## src/rtl/egress_ptp_pkg.sv

```systemverilog
// rtl/egress_ptp_pkg.sv - shared constants and parameter checks for the egress PTP tag tracker
package egress_ptp_pkg;

    localparam int TS_W = 80;

    typedef enum logic {
        TS_OK      = 1'b0,
        TS_TIMEOUT = 1'b1
    } ts_status_e;

    function automatic bit is_legal_stream_width(input int w);
        return (w == 8) || (w == 16) || (w == 32) || (w == 64);
    endfunction

    function automatic bit tag_width_ok(input int tag_w, input int depth);
        return (1 << tag_w) >= depth;
    endfunction

endpackage

```

## src/rtl/ptp_tag_fifo.sv

```systemverilog
// rtl/ptp_tag_fifo.sv - in-order FIFO of outstanding timestamp tags
module ptp_tag_fifo #(
    parameter int DEPTH = 8,
    parameter int TAG_W = 4
) (
    input  logic                       clk,
    input  logic                       resetn,
    input  logic                       push_i,
    input  logic [TAG_W-1:0]           push_tag_i,
    input  logic                       pop_i,
    output logic [TAG_W-1:0]           head_o,
    output logic [$clog2(DEPTH):0]     count_o,
    output logic                       full_o,
    output logic                       empty_o
);

    localparam int PTR_W = $clog2(DEPTH);
    localparam int CNT_W = PTR_W + 1;

    logic [TAG_W-1:0] mem_q [DEPTH];
    logic [PTR_W-1:0] wr_ptr_q, wr_ptr_d;
    logic [PTR_W-1:0] rd_ptr_q, rd_ptr_d;
    logic [CNT_W-1:0] count_q, count_d;
    logic             do_push, do_pop;

    assign full_o  = (count_q == CNT_W'(DEPTH));
    assign empty_o = (count_q == '0);
    assign count_o = count_q;
    assign head_o  = mem_q[rd_ptr_q];

    // Guards keep the FIFO consistent even if a caller misbehaves at the limits.
    assign do_push = push_i & ~full_o;
    assign do_pop  = pop_i & ~empty_o;

    always_comb begin
        wr_ptr_d = wr_ptr_q;
        rd_ptr_d = rd_ptr_q;
        count_d  = count_q;
        if (do_push) wr_ptr_d = wr_ptr_q + 1'b1;
        if (do_pop)  rd_ptr_d = rd_ptr_q + 1'b1;
        case ({do_push, do_pop})
            2'b10:   count_d = count_q + 1'b1;
            2'b01:   count_d = count_q - 1'b1;
            default: count_d = count_q;
        endcase
    end

    always_ff @(posedge clk or negedge resetn) begin
        if (!resetn) begin
            wr_ptr_q <= '0;
            rd_ptr_q <= '0;
            count_q  <= '0;
        end else begin
            wr_ptr_q <= wr_ptr_d;
            rd_ptr_q <= rd_ptr_d;
            count_q  <= count_d;
        end
    end

    always_ff @(posedge clk) begin
        if (do_push) mem_q[wr_ptr_q] <= push_tag_i;
    end

endmodule

```

## src/rtl/egress_ptp_tag_tracker.sv

```systemverilog
// rtl/egress_ptp_tag_tracker.sv - tags timestamp-requesting TX frames and pairs them with MAC timestamps
module egress_ptp_tag_tracker
    import egress_ptp_pkg::*;
#(
    parameter int STREAM_WIDTH = 64,
    parameter int DEPTH        = 8,
    parameter int TAG_W        = 4,
    parameter int TO_W         = 16
) (
    input  logic                      clk,
    input  logic                      resetn,
    input  logic [STREAM_WIDTH*8-1:0] usr_s_axis_tdata,
    input  logic [STREAM_WIDTH-1:0]   usr_s_axis_tkeep,
    input  logic                      usr_s_axis_tlast,
    input  logic                      usr_s_axis_tuser,
    input  logic                      usr_s_axis_tvalid,
    output logic                      usr_s_axis_tready,
    output logic [STREAM_WIDTH*8-1:0] mac_m_axis_tdata,
    output logic [STREAM_WIDTH-1:0]   mac_m_axis_tkeep,
    output logic                      mac_m_axis_tlast,
    output logic [1:0]                mac_m_axis_tuser,
    output logic [TAG_W-1:0]          mac_m_axis_ttag,
    output logic                      mac_m_axis_tvalid,
    input  logic                      mac_m_axis_tready,
    input  logic [TS_W-1:0]           tx_ptp_tstamp_tdata,
    input  logic [TAG_W-1:0]          tx_ptp_tstamp_ttag,
    input  logic                      tx_ptp_tstamp_tvalid,
    output logic                      tx_ptp_tstamp_tready,
    output logic [TS_W-1:0]           ts_m_axis_tdata,
    output logic [TAG_W-1:0]          ts_m_axis_ttag,
    output logic                      ts_m_axis_tstatus,
    output logic                      ts_m_axis_tvalid,
    input  logic                      ts_m_axis_tready,
    input  logic [TO_W-1:0]           timeout_cycles,
    input  logic                      cnt_clear,
    output logic [$clog2(DEPTH):0]    outstanding,
    output logic [15:0]               mismatch_cnt,
    output logic [15:0]               timeout_cnt
);

    generate
        if (!is_legal_stream_width(STREAM_WIDTH)) begin : g_bad_stream_width
            $error("egress_ptp_tag_tracker: STREAM_WIDTH must be 8, 16, 32 or 64");
        end
        if ((DEPTH < 2) || (DEPTH > 32) || ((DEPTH & (DEPTH - 1)) != 0)) begin : g_bad_depth
            $error("egress_ptp_tag_tracker: DEPTH must be a power of 2 in 2..32");
        end
        if (!tag_width_ok(TAG_W, DEPTH)) begin : g_bad_tag_w
            $error("egress_ptp_tag_tracker: 2**TAG_W must be >= DEPTH");
        end
    endgenerate

    logic             in_frame_q, in_frame_d;
    logic [TAG_W-1:0] next_tag_q, next_tag_d;
    logic [TAG_W-1:0] frame_tag_q, frame_tag_d;
    logic [TO_W-1:0]  head_age_q, head_age_d;
    logic [15:0]      mismatch_cnt_q, mismatch_cnt_d;
    logic [15:0]      timeout_cnt_q, timeout_cnt_d;
    logic             ts_valid_q, ts_valid_d;
    logic [TS_W-1:0]  ts_data_q, ts_data_d;
    logic [TAG_W-1:0] ts_tag_q, ts_tag_d;
    ts_status_e       ts_status_q, ts_status_d;

    logic             sof, gate, usr_hs, push, pop;
    logic             fifo_full, fifo_empty;
    logic [TAG_W-1:0] head_tag;
    logic             can_accept, match, mismatch, timeout_fire;

    assign sof    = ~in_frame_q;
    assign gate   = sof & usr_s_axis_tuser & fifo_full;
    assign usr_hs = usr_s_axis_tvalid & usr_s_axis_tready;
    assign push   = usr_hs & sof & usr_s_axis_tuser;

    assign usr_s_axis_tready = mac_m_axis_tready & ~gate;
    assign mac_m_axis_tvalid = usr_s_axis_tvalid & ~gate;
    assign mac_m_axis_tdata  = usr_s_axis_tdata;
    assign mac_m_axis_tkeep  = usr_s_axis_tkeep;
    assign mac_m_axis_tlast  = usr_s_axis_tlast;
    assign mac_m_axis_tuser  = {1'b0, sof & usr_s_axis_tuser};
    // On the first beat the tag is not latched yet, so show the live counter.
    assign mac_m_axis_ttag   = sof ? next_tag_q : frame_tag_q;

    ptp_tag_fifo #(
        .DEPTH (DEPTH),
        .TAG_W (TAG_W)
    ) u_tag_fifo (
        .clk        (clk),
        .resetn     (resetn),
        .push_i     (push),
        .push_tag_i (next_tag_q),
        .pop_i      (pop),
        .head_o     (head_tag),
        .count_o    (outstanding),
        .full_o     (fifo_full),
        .empty_o    (fifo_empty)
    );

    assign can_accept   = ~ts_valid_q | ts_m_axis_tready;
    assign match        = tx_ptp_tstamp_tvalid & ~fifo_empty &
                          (tx_ptp_tstamp_ttag == head_tag) & can_accept;
    assign mismatch     = tx_ptp_tstamp_tvalid & (fifo_empty | (tx_ptp_tstamp_ttag != head_tag));
    assign timeout_fire = (timeout_cycles != '0) & ~fifo_empty &
                          (head_age_q >= timeout_cycles) & can_accept & ~match;
    assign pop          = match | timeout_fire;

    assign tx_ptp_tstamp_tready = match | mismatch;

    always_comb begin
        in_frame_d  = in_frame_q;
        frame_tag_d = frame_tag_q;
        next_tag_d  = next_tag_q;
        if (usr_hs) in_frame_d = ~usr_s_axis_tlast;
        if (usr_hs & sof) frame_tag_d = next_tag_q;
        if (push) next_tag_d = next_tag_q + 1'b1;

        if (pop)
            head_age_d = '0;
        else if (!fifo_empty)
            head_age_d = (head_age_q == {TO_W{1'b1}}) ? head_age_q : head_age_q + 1'b1;
        else
            head_age_d = '0;
    end

    always_comb begin
        ts_valid_d  = ts_valid_q;
        ts_data_d   = ts_data_q;
        ts_tag_d    = ts_tag_q;
        ts_status_d = ts_status_q;
        if (match) begin
            ts_valid_d  = 1'b1;
            ts_data_d   = tx_ptp_tstamp_tdata;
            ts_tag_d    = head_tag;
            ts_status_d = TS_OK;
        end else if (timeout_fire) begin
            ts_valid_d  = 1'b1;
            ts_data_d   = '0;
            ts_tag_d    = head_tag;
            ts_status_d = TS_TIMEOUT;
        end else if (ts_m_axis_tready) begin
            ts_valid_d  = 1'b0;
        end
    end

    always_comb begin
        mismatch_cnt_d = mismatch_cnt_q;
        timeout_cnt_d  = timeout_cnt_q;
        if (cnt_clear) begin
            mismatch_cnt_d = '0;
            timeout_cnt_d  = '0;
        end else begin
            if (mismatch && (mismatch_cnt_q != 16'hFFFF)) mismatch_cnt_d = mismatch_cnt_q + 1'b1;
            if (timeout_fire && (timeout_cnt_q != 16'hFFFF)) timeout_cnt_d = timeout_cnt_q + 1'b1;
        end
    end

    always_ff @(posedge clk or negedge resetn) begin
        if (!resetn) begin
            in_frame_q     <= 1'b0;
            next_tag_q     <= '0;
            frame_tag_q    <= '0;
            head_age_q     <= '0;
            mismatch_cnt_q <= '0;
            timeout_cnt_q  <= '0;
            ts_valid_q     <= 1'b0;
            ts_data_q      <= '0;
            ts_tag_q       <= '0;
            ts_status_q    <= TS_OK;
        end else begin
            in_frame_q     <= in_frame_d;
            next_tag_q     <= next_tag_d;
            frame_tag_q    <= frame_tag_d;
            head_age_q     <= head_age_d;
            mismatch_cnt_q <= mismatch_cnt_d;
            timeout_cnt_q  <= timeout_cnt_d;
            ts_valid_q     <= ts_valid_d;
            ts_data_q      <= ts_data_d;
            ts_tag_q       <= ts_tag_d;
            ts_status_q    <= ts_status_d;
        end
    end

    assign ts_m_axis_tvalid  = ts_valid_q;
    assign ts_m_axis_tdata   = ts_data_q;
    assign ts_m_axis_ttag    = ts_tag_q;
    assign ts_m_axis_tstatus = ts_status_q;
    assign mismatch_cnt      = mismatch_cnt_q;
    assign timeout_cnt       = timeout_cnt_q;

endmodule

```

## config.mk

```make
export PLATFORM = sky130hd
export DESIGN_NAME = egress_ptp_tag_tracker
export DESIGN_NICKNAME = d
export VERILOG_FILES = /design/src/rtl/egress_ptp_pkg.sv /design/src/rtl/ptp_tag_fifo.sv /design/src/rtl/egress_ptp_tag_tracker.sv
export SDC_FILE = /design/constraint.sdc
export NUM_CORES = 1
export LEC_CHECK = 0
export ABC_AREA = 1
export CORE_AREA = 2 2 548 550
export DETAILED_ROUTE_END_ITERATION = 8
export DIE_AREA = 0 0 550 552
export GPL_TIMING_DRIVEN = 0
export MAX_ROUTING_LAYER = met4
export PLACE_DENSITY_LB_ADDON = 0.12
export SETUP_SLACK_MARGIN = 0.05
export SYNTH_ARGS = -nofsm -noshare
export SYNTH_HDL_FRONTEND = slang
export SYNTH_HIERARCHICAL = 1
export SYNTH_SLANG_ARGS = --single-unit
```

## constraint.sdc

```tcl
create_clock -name clk -period 2.7 [get_ports clk]
set_clock_uncertainty 0.1 [all_clocks]
set_input_delay 0.54 -clock clk [delete_from_list [all_inputs] [get_ports clk]]
set_output_delay 0.54 -clock clk [all_outputs]
set_load 0.01 [all_outputs]
```

==> run metrics, run 1 <==
Crit Path Max Fanout 6; worst-case clock buffer depth 3; Cells after DPL 6457; Core Region 0.298 mm2; TritonRoute pass-1 iters 4; kind of critical path reg2out; WL final 170 mm; Overall Global Routing Usage 10.9%; top cell family by delay on the critical path buffers and inverters; wire per inst 25.8 um; Worst setup SP type flop; post-synthesis async set-or-reset flop share 82.7%; ys flop type dfrtp_1; slew margin rel. 43.7%; Clock Tree Root clkbuf_16; Top Ports 1393; Buffers on Ports 814; Most common cell on crit path nand2_2; Via Count 14700; Synth cell types 43; final hold violations 0; Worst Path Arrival 2.74 ns; Fmax 296 MHz; Initial Util 4.56%; dpl hpwl 153 mm; GPL Wtd Cong 1.00; post-layout min period 3.38 ns; clock-pin slew on the worst setup and hold paths 0.10 ns; clk sinks 185; Cell Chain, Critical Path buf_6, clkinvlp_4, nor2_1, nand2_1, nand2_2, nand2_2, nand2_4, inv_4, nand2_2, o21ai_2, nor2_4, buf_12, nand4_1, buf_12, clkbuf_16, nand2_4, buf_6; cell taking the most area after synthesis buf_4; DIE AREA 0.304 mm2; EDFF count, synth 32; Yosys top cell area share 32.0%; Synth area leaders buf_4 (32%), dfrtp_1 (28%), nand2_1 (7.7%); initial drt markers 635; CP peak stage delay 0.36 ns; row count 201; power density of the placed cells 560 mW/mm2; share of post-route cells with drive strength above 1 32.9%; CP max-delay cell dfrtp_1; fin nets 3289; Final period util 125%; width of the die 550 um; VDD IR max 0.289 mV; data required time of the worst path 2.06 ns; worst setup margin -0.677 ns; post-route ant nets 0; Synth Register Bits 185; worst path bufs/invs 7; RSZ-0062 raised after global routing yes; kind of end point of the critical path primary output; violated checks setup timing; H-tree depth 4; CTS tree yes; DIE HEIGHT 552 um; vias in the first global route 14900; count of non-filler cells in the finished layout 6587; GRT Residual Overflow 0; worst hold path class in2async; Leakage 11.7 nW; hold slack 0.297 ns; syn avg cell area 8.08 um2; worst slew pin tran 0.844 ns; R2R depth 25; detailed-route DRC error count 0; max-slew violations 0; Setup Viol. Count Final 123; sequential share of the synthesized area 35.2%; Net Count, Synth 2394; clk_lat worst skew 0.57 ns; largest net degree at the start of global routing 70; Avg Vias per Cell 2.23; Area growth syn-to-layout 114%; status complete, but fails checks; CP Depth 17; mapped cell area 0.0136 mm2; synth warn 6; CTS buffer count 21; global-route wire length before repair 200 mm; max cap viols 0; synthesized instance count 1683; initial antenna violation count 202
placed cells by master (no fill, tap or decap), types with 6 or more instances in the layout:
cell type / n
inv_2: 6
nand2_4: 20
nand4_1: 15
buf_8: 8
a21oi_1: 12
nor3_1: 11
dfrtp_1: 145
o21ai_1: 50
diode_2: 42
xnor2_1: 10
clkdlybuf4s50_1: 808
o21ai_2: 23
nand2_1: 224
nor2_1: 91
buf_6: 16
o21ai_0: 43
xor2_1: 21
clkbuf_16: 31
dfrtp_2: 7
inv_1: 168
buf_12: 17
buf_4: 603
edfxtp_1: 32
nand3_1: 52
clkbuf_1: 6
nor3_2: 8
nand2_2: 40
o31ai_1: 8
ha_1: 23
nor2_2: 12
cell usage after synthesis (5+ instances only):
cell type	count
buf_4	580
nand2_1	279
inv_1	176
dfrtp_1	153
o21ai_0	110
nor2_1	103
nand3_1	54
edfxtp_1	32
ha_1	25
xor2_1	23
nor3_1	19
nand4_1	15
clkbuf_1	14
buf_2	13
a21oi_1	12
xnor2_1	10
buf_6	8
o31ai_1	8
nand2_2	7
o21ai_1	5
logic make-up after synthesis:
family / share of synthesized area (%)
buf+inv: 38.5
compound gates: 5.87
xor+xnor: 2.12
simple gates: 15.8
fa+ha+maj: 2.45
flops: 35.2
other cells: 0.0276
metal layers:
layer  GRT usage [%]  part of all wire, %  vias up
met3            5.59                   12      327
met2            18.2                   48     1025
met4            1.83                  2.0        0
met1            11.6                   38     6820
met5               -                    0        -
li1                -                    -     6510
flip-flops by register name, indices dropped and copies added, names as in the netlist, 3 cells and up:
register / cells
next_tag_q: 4
ts_m_axis_tdata: 80
head_age_q: 16
u_tag_fifo/wr_ptr_q: 3
ts_m_axis_ttag: 4
u_tag_fifo/rd_ptr_q: 3
u_tag_fifo/count_o: 4
timeout_cnt: 16
u_tag_fifo/mem_q: 32
mismatch_cnt: 16
frame_tag_q: 4
repair_timing:
action	4_1_cts	5_1_grt
setup endpoints to repair	180	169
buffers inserted	26	21
hold buffers	1	0
pin swaps	22	12
gates resized for setup	139	183
hold endpoints to repair	31	0
cloned	2	9
power breakdown:
group          switching (W)  internal [W]
sequential          0.000682       0.00364
clock                0.00171       0.00164
combinational        0.00434       0.00432
worst paths after layout:
kind / start / endpoint / slack [ns]
worst max-delay path: u_tag_fifo/rd_ptr_q[1] / tx_ptp_tstamp_tready / -0.68
min in group clk: ts_m_axis_ttag[1] / ts_m_axis_ttag[1] / 0.39
worst max register to register: u_tag_fifo/rd_ptr_q[1] / u_tag_fifo/count_o[3] / -0.61
max in group asynchronous: resetn / ts_m_axis_tdata[63] / 1.33
worst min register to register: ts_m_axis_ttag[1] / ts_m_axis_ttag[1] / 0.39
worst min-delay path: resetn / u_tag_fifo/count_o[0] / 0.30
layout make-up:
cell class                      count  area [um2]
Antenna cell                       42         105
Buffer                            614        4780
Clock buffer                       24         567
Clock inverter                      8        98.8
Fill cell                       34700      269000
Inverter                          180         708
Multi-Input combinational cell    703        4130
Sequential cell                   185        4800
Tap cell                         3958        4950
Timing Repair Buffer              873        9000
per-stage QoR:
stage,TNS [ns],total power [W],worst slack (ns),utilization (%),instance area [um2]
finish,-47.66,0.0163,-0.677,9.77,29100
CTS,-51.25,0.0162,-0.871,9.46,28200
global placement,-1610.59,0.0116,-8.83,8.97,26700
global route,-83.08,0.0176,-0.934,9.77,29100
floorplan,0,0.00708,0.0223,-,13600
detailed placement,-270.18,0.0116,-2.79,8.99,26800
No activity file was read; power rests on OpenSTA's default activity.
==> inputs of run 2 (changes only) <==
--- a/config.mk
+++ b/config.mk
@@ -6,9 +6,11 @@
 export NUM_CORES = 1
 export LEC_CHECK = 0
 export ABC_AREA = 1
-export CORE_AREA = 2 2 548 550
+export CELL_PAD_IN_SITES_DETAIL_PLACEMENT = 2
+export CELL_PAD_IN_SITES_GLOBAL_PLACEMENT = 2
+export CORE_AREA = 2 2 544 546
 export DETAILED_ROUTE_END_ITERATION = 8
-export DIE_AREA = 0 0 550 552
+export DIE_AREA = 0 0 546 548
 export GPL_TIMING_DRIVEN = 0
 export MAX_ROUTING_LAYER = met4
 export PLACE_DENSITY_LB_ADDON = 0.12
==> run metrics, run 2 (same netlist as run 1, synthesis figures left out) <==
Buffers on Ports 814 (unchanged); kind of critical path reg2out; Clock Tree Root clkbuf_16; CP peak stage delay 0.39 ns (+0.03 ns); H-tree depth 4 (unchanged); GPL Wtd Cong 0.943 (-5.8%); power density of the placed cells 538 mW/mm2 (-4.1%); Avg Vias per Cell 2.15 (-3.8%); RSZ-0062 raised after global routing yes; row count 199 (-1.0%); max cap viols 0 (unchanged); fin nets 3250 (-1.2%); pre-CTS WS -2.31 ns (+0.482 ns); # fillers 34500 (-0.77%); TritonRoute pass-1 iters 5 (+1); DIE AREA 0.299 mm2 (-1.4%); commonest non-fill, non-tap cell in the layout clkdlybuf4s50_1; max reg flops 80 (unchanged); VDD IR max 0.373 mV (+29%); share of post-route cells with drive strength above 1 29.7% (-3.2 points); post-route ant nets 0 (unchanged); worst setup margin -0.816 ns (-0.139 ns); GRT Residual Overflow 0 (unchanged); Fmax 284 MHz (-4.0%); commonest cells after routing, fill and taps aside clkdlybuf4s50_1 (807), buf_4 (598), nand2_1 (257); Pwr Total 0.0151 W (-7.4%); vias in the first global route 15400 (+3.0%); worst slew pin tran 0.686 ns (-0.158 ns); worst-case clock buffer depth 2 (-1); data required time of the worst path 2.06 ns (about the same); violated checks setup timing; largest net degree at the start of global routing 74 (+5.7%); Final period util 130% (+5.2 points); Core Region 0.293 mm2 (-1.7%); DIE HEIGHT 548 um (-0.72%); Area growth syn-to-layout 107%; final hold violations 0 (unchanged); Cell Chain, Critical Path buf_8, clkinvlp_4, nor2_1, nand2_1, nand2_1, nand2_2, nand2_4, clkinvlp_4, nand2_2, o21ai_2, inv_2, nand4_1, buf_12, clkbuf_16, nand2_4, buf_6; Setup Viol. Count Final 133 (+8.1%); width of the die 546 um (-0.73%); Crit Path Max Fanout 8 (+2); Worst setup SP type flop; dpl hpwl 111 mm (-27%); clk_lat worst skew 0.56 ns (about the same); status complete, but fails checks; CTS buffer count 17 (-19%); worst hold path class in2async; Leakage 11.4 nW (-3.1%); CP max-delay cell dfrtp_1; clock-pin slew on the worst setup and hold paths 0.11 ns (about the same); clk sinks 185 (unchanged); CTS tree yes; Via Count 13900 (-5.1%); slew margin rel. 54.3% (+11 points); post-layout min period 3.52 ns (+0.139 ns); detailed-route DRC error count 0 (unchanged); Initial Util 4.64% (+0.081 points); global-route wire length before repair 160 mm (-20%); initial drt markers 397 (-37%); Worst Path Arrival 2.88 ns (+0.14 ns); Overall Global Routing Usage 8.34% (-2.6 points); initial antenna violation count 47 (-77%); Top Ports 1393 (unchanged); kind of end point of the critical path primary output; wire per inst 19.2 um (-25%); max-slew violations 0 (unchanged); WL final 125 mm (-26%)
[run 2: changes by cell type in the layout (fill, tap and decap cells not counted), moves of 12 or more]
cell / before / now
o21ai_0: 43 / 102
o21ai_1: 50 / 10
nand2_2: 40 / 20
nand2_4: 20 / 8
nand2_1: 224 / 257
o21ai_2: 23 / 6
diode_2: 42 / 22
clkbuf_16: 31 / 18
buf_12: 17 / 2
[run 2: worst paths after layout]
path                                        start                     to  slack [ns]  cells past startpoint
setup / recovery           u_tag_fifo/rd_ptr_q[1]   tx_ptp_tstamp_tready       -0.82                     16
hold reg to reg               ts_m_axis_tdata[10]    ts_m_axis_tdata[10]        0.39                      2
hold / removal                             resetn         timeout_cnt[7]        0.34                      2
max in group asynchronous                  resetn     ts_m_axis_tdata[5]        1.27                      3
min in group clk              ts_m_axis_tdata[10]    ts_m_axis_tdata[10]        0.39                      2
setup reg to reg           u_tag_fifo/rd_ptr_q[1]  u_tag_fifo/count_o[3]       -0.62                     23
[run 2: worst max-delay path, delay by kind of cell (launching register included)]
family	cells	cell delay (ns)
buffers and inverters	7	1.04
and+or+nand+nor	8	0.82
DFF	1	0.39
AOI/OAI and AO/OA	1	0.06
[run 2: layer usage]
layer,up-vias,share of wire (%),GRT usage (%)
li1,6376,-,-
met1,6753,42,9.80
met2,698,51,14.4
met3,102,5.8,2.10
met4,0,1.3,1.42
met5,-,0,-
[run 2: timing repair]
action	in CTS	in global routing
resized for setup	94	63
hold endpoints to repair	33	0
gates cloned	0	0
endpoints found under the setup margin	180	179
pin swaps	12	22
hold buffers	1	0
setup buffers	17	5
[run 2: stage by stage]
stage / utilization, % / instance area [um2] / TNS [ns] / hold WS (ns) / instances
2_1_floorplan: - / 13600 / 0 / 0.144 / 1683
3_3_place_gp: 9.11 / 26700 / -1632.07 / 0.372 / 6416
3_5_place_dp: 9.13 / 26800 / -228.37 / 0.299 / 6418
4_1_cts: 9.50 / 27800 / -69.93 / 0.264 / 6466
5_1_grt: 9.59 / 28100 / -75.20 / 0.288 / 6478
6_report: 9.60 / 28100 / -36.41 / 0.337 / 6493
[run 2: power by group]
| part | switching [W] | internal, W | total [W] | leakage (nW) |
|---|---|---|---|---|
| registers | 0.000631 | 0.00364 | 0.00427 | 2.28 |
| logic | 0.00402 | 0.00369 | 0.00771 | 8.78 |
| clock network | 0.00172 | 0.00143 | 0.00314 | 0.305 |
[run 2: layout make-up]
| class | instances | area (um2) | area share [%] |
|---|---|---|---|
| Timing Repair Buffer | 837 | 8410 | 29.9 |
| Tap cell | 3919 | 4900 | 17.4 |
| Sequential cell | 185 | 4800 | 17.1 |
| Buffer | 615 | 4710 | 16.7 |
| Multi-Input combinational cell | 703 | 3900 | 13.9 |
| Inverter | 180 | 716 | 2.54 |
| Clock buffer | 17 | 425 | 1.51 |
| Clock inverter | 15 | 206 | 0.734 |
| Antenna cell | 22 | 55.1 | 0.196 |
==> inputs of run 3 (changes only) <==
--- a/config.mk
+++ b/config.mk
@@ -9,11 +9,13 @@
 export CELL_PAD_IN_SITES_DETAIL_PLACEMENT = 2
 export CELL_PAD_IN_SITES_GLOBAL_PLACEMENT = 2
 export CORE_AREA = 2 2 544 546
+export CTS_CLUSTER_DIAMETER = 200
 export DETAILED_ROUTE_END_ITERATION = 8
 export DIE_AREA = 0 0 546 548
 export GPL_TIMING_DRIVEN = 0
 export MAX_ROUTING_LAYER = met4
 export PLACE_DENSITY_LB_ADDON = 0.12
+export RECOVER_POWER = 50
 export SETUP_SLACK_MARGIN = 0.05
 export SYNTH_ARGS = -nofsm -noshare
 export SYNTH_HDL_FRONTEND = slang
==> run metrics, run 3 (same netlist as run 1, synthesis figures left out) <==
TritonRoute pass-1 iters 5 (unchanged); RSZ-0062 raised after global routing yes; width of the die 546 um (unchanged); sequential share of power 28.4% (+0.2 points); worst-case clock buffer depth 2 (unchanged); share of post-route cells with drive strength above 1 29.4% (-0.31 points); internal reg-to-reg setup slack -0.60 ns (+0.02 ns); kind of critical path reg2out; worst setup margin -0.797 ns (+0.0189 ns); Worst setup SP type flop; Area growth syn-to-layout 106%; GRT Residual Overflow 0 (unchanged); Cell Chain, Critical Path buf_8, clkinvlp_4, nor2_1, nand2_1, nand2_1, nand2_2, nand2_4, clkinvlp_4, nand2_2, o21ai_2, inv_2, nand4_1, buf_12, clkbuf_16, nand2_4, buf_6; GPL Wtd Cong 0.943 (unchanged); max reg flops 80 (unchanged); Internal Power 0.00865 W (-1.2%); Core Region 0.293 mm2 (unchanged); CTS tree yes; final hold violations 0 (unchanged); power density of the placed cells 534 mW/mm2 (-0.66%); Buffers on Ports 814 (unchanged); vias in the first global route 15400 (unchanged); Crit Path Max Fanout 8 (unchanged); status complete, but fails checks; clock network fraction of design power 21.0% (+0.2 points); H-tree depth 4 (unchanged); clk sinks 185 (unchanged); Clock Tree Root clkbuf_16; post-route ant nets 0 (unchanged); Via Count 13900 (-0.057%); slew margin rel. 17.6% (-37 points); worst slew pin tran 1.24 ns (+0.550 ns); kind of end point of the critical path primary output; Pwr Total 0.0150 W (-0.94%); post-layout min period 3.50 ns (-0.0189 ns); pre-CTS WS -2.31 ns (unchanged); worst r2r src u_tag_fifo/count_o[0]; Fmax 286 MHz (+0.54%); Worst Path Arrival 2.86 ns (-0.02 ns); Overall Global Routing Usage 8.34% (unchanged); Top Ports 1393 (unchanged); commonest cells after routing, fill and taps aside buf_4 (598), clkdlybuf4s50_1 (528), dlygate4sd3_1 (280); Initial Util 4.64% (unchanged); max-slew violations 0 (unchanged); fin nets 3250 (unchanged); initial antenna violation count 47 (unchanged); row count 199 (unchanged); global-route wire length before repair 160 mm (unchanged); wire per inst 19.2 um (about the same); CTS buffer count 17 (unchanged); R2R depth 19 (-17%); VDD IR max 0.373 mV (about the same); Reg-to-Reg End u_tag_fifo/count_o[3]; WL final 125 mm (about the same); Leakage 11.4 nW (+0.52%); violated checks setup timing; # fillers 34500 (+0.0087%); worst hold path class reg2reg; dpl hpwl 111 mm (unchanged); Avg Vias per Cell 2.14 (about the same); hold slack 0.391 ns (+0.0536 ns); CP Launch Point u_tag_fifo/rd_ptr_q[1]; max cap viols 0 (unchanged); clk_lat worst skew 0.56 ns (about the same); data required time of the worst path 2.06 ns (about the same); CP max-delay cell dfrtp_1; commonest non-fill, non-tap cell in the layout buf_4; DIE HEIGHT 548 um (unchanged); CP peak stage delay 0.39 ns (about the same); Comb power frac 50.6% (-0.4 points); DIE AREA 0.299 mm2 (unchanged); Setup Viol. Count Final 158 (+19%); P_sw 0.00633 W (-0.61%); initial drt markers 405 (+2.0%); largest net degree at the start of global routing 74 (unchanged); clock-pin slew on the worst setup and hold paths 0.11 ns (about the same); detailed-route DRC error count 0 (unchanged); Final period util 130% (-0.70 points); Net Sw Frac 42.2% (+0.14 points); CP Capture Point tx_ptp_tstamp_tready
run 3: cell count changes in the layout (fill, tap and decap cells not counted), sizes merged:
| cell | before | now |
|---|---|---|
| buf | 626 | 625 |
| clkbuf | 30 | 31 |
| clkdlybuf4s50 | 807 | 528 |
| diode | 22 | 19 |
| dlygate4sd3 | 1 | 280 |
run 3: timing repair:
action,in CTS,in global routing
setup endpoints to repair,180,179
endpoints found under the hold margin,33,0
setup buffers,17,5
cloned,0,0
pin swaps,12,22
resized for setup,94,63
hold buffers,1,0
run 3: through the flow:
stage	util, %	instances	cell area (um2)	TNS (ns)
global route	9.56	6478	28000	-97.84
CTS	9.50	6466	27800	-69.93
detailed placement	9.13	6418	26800	-228.37
floorplan	-	1683	13600	0
finish	9.57	6490	28000	-41.70
global placement	9.11	6416	26700	-1632.07
run 3: worst min path at each step:
stage                                        from  depth (start not counted)  slack, ns             endpoint
after floorplan                            resetn                          0       0.14       frame_tag_q[0]
after global placement        ts_m_axis_tdata[18]                          2       0.37  ts_m_axis_tdata[18]
after detailed placement                   resetn                          1       0.30      timeout_cnt[12]
after CTS                                  resetn                          2       0.26       timeout_cnt[7]
after global routing      tx_ptp_tstamp_tdata[28]                          3       0.35  ts_m_axis_tdata[28]
final                         ts_m_axis_tdata[10]                          2       0.39  ts_m_axis_tdata[10]
run 3: routing by layer:
layer  vias up  GRT usage [%]  routed length, um  part of all wire, %
met5         -              -                  0                    0
met4         0           1.42               1680                  1.3
met3       102           2.10               7420                  5.9
met2       692           14.4              63200                   51
met1      6756           9.80              52500                   42
li1       6371              -                  -                    -
run 3: critical path: cells and delay by family, from the launching register on:
kind | cells | cell delay, ns
AOI/OAI and AO/OA | 1 | 0.06
buffers and inverters | 7 | 1.03
DFF | 1 | 0.39
and+or+nand+nor | 8 | 0.81
run 3: power by group through the flow:
| stage | Sequential (W) | Combinational, W | Clock (W) |
|---|---|---|---|
| floorplan | 0.00440 | 0.00268 | 0 |
| global placement | 0.00432 | 0.00739 | 0 |
| detailed placement | 0.00433 | 0.00739 | 0 |
| CTS | 0.00429 | 0.00793 | 0.00349 |
| global route | 0.00442 | 0.00841 | 0.00352 |
| finish | 0.00425 | 0.00758 | 0.00314 |
run 3: area by class of cell:
type	count	area, um2	share of cell area, %
diodes	19	47.5	0.170
plain buffers	615	4710	16.8
clock buffers	17	425	1.52
clock inverters	15	206	0.736
inverters	180	716	2.55
multi-input cells	703	3880	13.8
flip-flops and latches	185	4790	17.1
well taps	3919	4900	17.5
repair buffers	837	8360	29.8
==> RTL change, RTL diff (settings of run 2) <==
`TAG_W` is set to 4 in 2 places; all go to 3.
--- a/src/rtl/ptp_tag_fifo.sv
+++ b/src/rtl/ptp_tag_fifo.sv
@@ -1,7 +1,7 @@
 // rtl/ptp_tag_fifo.sv - in-order FIFO of outstanding timestamp tags
 module ptp_tag_fifo #(
     parameter int DEPTH = 8,
-    parameter int TAG_W = 4
+    parameter int TAG_W = 3
 ) (
     input  logic                       clk,
     input  logic                       resetn,
--- a/src/rtl/egress_ptp_tag_tracker.sv
+++ b/src/rtl/egress_ptp_tag_tracker.sv
@@ -4,7 +4,7 @@
 #(
     parameter int STREAM_WIDTH = 64,
     parameter int DEPTH        = 8,
-    parameter int TAG_W        = 4,
+    parameter int TAG_W        = 3,
     parameter int TO_W         = 16
 ) (
     input  logic                      clk,
Interface: changed (resized mac_m_axis_ttag, ts_m_axis_ttag and tx_ptp_tstamp_ttag); port bits go from 1393 to 1390. The function was not compared with the original's and may differ.
==> RTL change against run 2 <==
- the flow still finishes with violations (setup timing)
- non-clock buffer count is 22 higher
- hold slack improved by 0.042 ns
- sequential share of layout area shrank 1.2 points
- maximum frequency grew 20%
- total power increased by 2.8%
- area after synthesis shrank 4.3%
- routed wire length fell by 0.30%
- worst setup slack gained 0.58 ns
- via count shrank 2.7%
- register-to-register slack better by 0.39 ns
- sequential cell count down 11
- design area rose by 0.32%
- critical path type is now flip-flop to flip-flop
- critical endpoint is now u_tag_fifo/count_o[1]
- largest power group unchanged
==> RTL change: results (changes against run 2) <==
[critical_path]
cp_max_fo=7  ; was 8
worst-endpoint-arrival_ns=3.26  ; was 2.88 ns
crit_slowest_cell=sky130_fd_sc_hd__fa_2  ; was sky130_fd_sc_hd__dfrtp_1
max_stage_delay_ns=0.52  ; was 0.39 ns
worst_r2r_path_depth=20  ; was 23

[global_routing]
grt_antenna_before_repair=26  ; was 47
global_route.usage.total_pct=8.112  ; was 8.339%
maximum_number_of_pins_on_one_net_before_global_route_repair=68  ; was 74
wire_length_of_the_first_global_routing_pass_mm=155.9  ; was 160.3 mm
grt_pass1_vias=14696  ; was 15,375

[final_layout]
multi_input_cells=756  ; was 703
final.fill_count=34532  ; was 34,480
nClkBuffers=18  ; was 17
num-nonclk-buffers=1474  ; was 1,452
seq_share_pct=15.89  ; was 17.07%
stdcell_area_um2=28220  ; was 28,130 um2
nonClockInverterCount=102  ; was 180
area_growth_syn_to_layout_pct=116.7  ; was 106.7%
num-nets-final=3235  ; was 3,250
layout.cells.non_filler=6470  ; was 6,493

[place]
detailed_place_hpwl_mm=108.9  ; was 111.1 mm
port_buffers=812  ; was 814
numPlacedInstances=6374  ; was 6,418
dpl-instance-area_um2=26160  ; was 26,760 um2
pre_cts_worst_setup_slack_ns=-1.578  ; was -2.312 ns
gp_congestion=0.9741  ; was 0.9434

[synth]
synth_seq_area_share_pct=34.36  ; was 35.20%
synth_compound_area_share_pct=2.671  ; was 5.867%
synthArstFlopShare_pct=86.21  ; was 82.70%
synth_top_cells_by_area=sky130_fd_sc_hd__buf_4 33%, sky130_fd_sc_hd__dfrtp_1 29%, sky130_fd_sc_hd__nand2_1 12%  ; was sky130_fd_sc_hd__buf_4 32%, sky130_fd_sc_hd__dfrtp_1 28%, sky130_fd_sc_hd__nand2_1 7.7%
synth_edf_count=24  ; was 32
synth-adder-area-share_pct=2.556  ; was 2.446%
synthTopCellsByCount=580 x sky130_fd_sc_hd__buf_4, 433 x sky130_fd_sc_hd__nand2_1, 150 x sky130_fd_sc_hd__dfrtp_1  ; was 580 x sky130_fd_sc_hd__buf_4, 279 x sky130_fd_sc_hd__nand2_1, 176 x sky130_fd_sc_hd__inv_1

[clock_tree]
post_cts_resize_count=92  ; was 94
cts_post_setup_buffers_inserted=13  ; was 17

[run_status]
failing_checks=setup timing  ; unchanged
run_status=finished, violations left  ; unchanged

[pwr]
power_clock_mw=2.90  ; was 3.14 mW
pwr.group.combinational_mw=8.59  ; was 7.71 mW
power_leakage_nw=11.37  ; about the same
switchingPower_mw=6.573  ; was 6.365 mW
ir_drop_uv=382.2  ; was 372.8 uV

[hold_path]
min_path_type=flip-flop to flip-flop  ; was input port to asynchronous set/reset pin

[drt]
via_per_inst=2.096  ; was 2.145
drt_pre_antenna_iters=4  ; was 5
wire_per_inst_um=19.25  ; was 19.24 um
drt_iter0_markers=435  ; was 397

[timing]
totalNegativeSetupSlack_ns=-3.905  ; was -36.41 ns
postLayoutSetupSlackWorst_ns=-0.2347  ; was -0.8163 ns
holdWs_ns=0.3791  ; was 0.3371 ns
finalSetupViolCount=32  ; was 133

RTL change: cell count changes in the layout (fill, tap and decap cells not counted), sizes merged, moves of 4 or more:
| cell | run 2 | this run |
|---|---|---|
| nand2 | 288 | 440 |
| o21ai | 118 | 34 |
| inv | 182 | 109 |
| buf | 626 | 650 |
| a21oi | 12 | 22 |
| diode | 22 | 13 |
| edfxtp | 32 | 24 |
| xor2 | 23 | 16 |
| nor2 | 108 | 103 |
| clkinvlp | 4 | 0 |
| dlymetal6s2s | 4 | 0 |
| o31ai | 8 | 4 |
RTL change: routing by layer:
metal	part of all wire [%]	GRT usage [%]
met5	0	-
met4	1.4	1.440
met3	6.5	2.498
met2	50	13.57
met1	42	9.596
RTL change: critical path: cells and delay by family, from the launching register on:
kind | cells | cell delay [ns]
flops | 1 | 0.40
simple gates | 11 | 0.83
fa+ha+maj | 2 | 0.69
compound gates | 2 | 0.23
buf+inv | 5 | 0.58
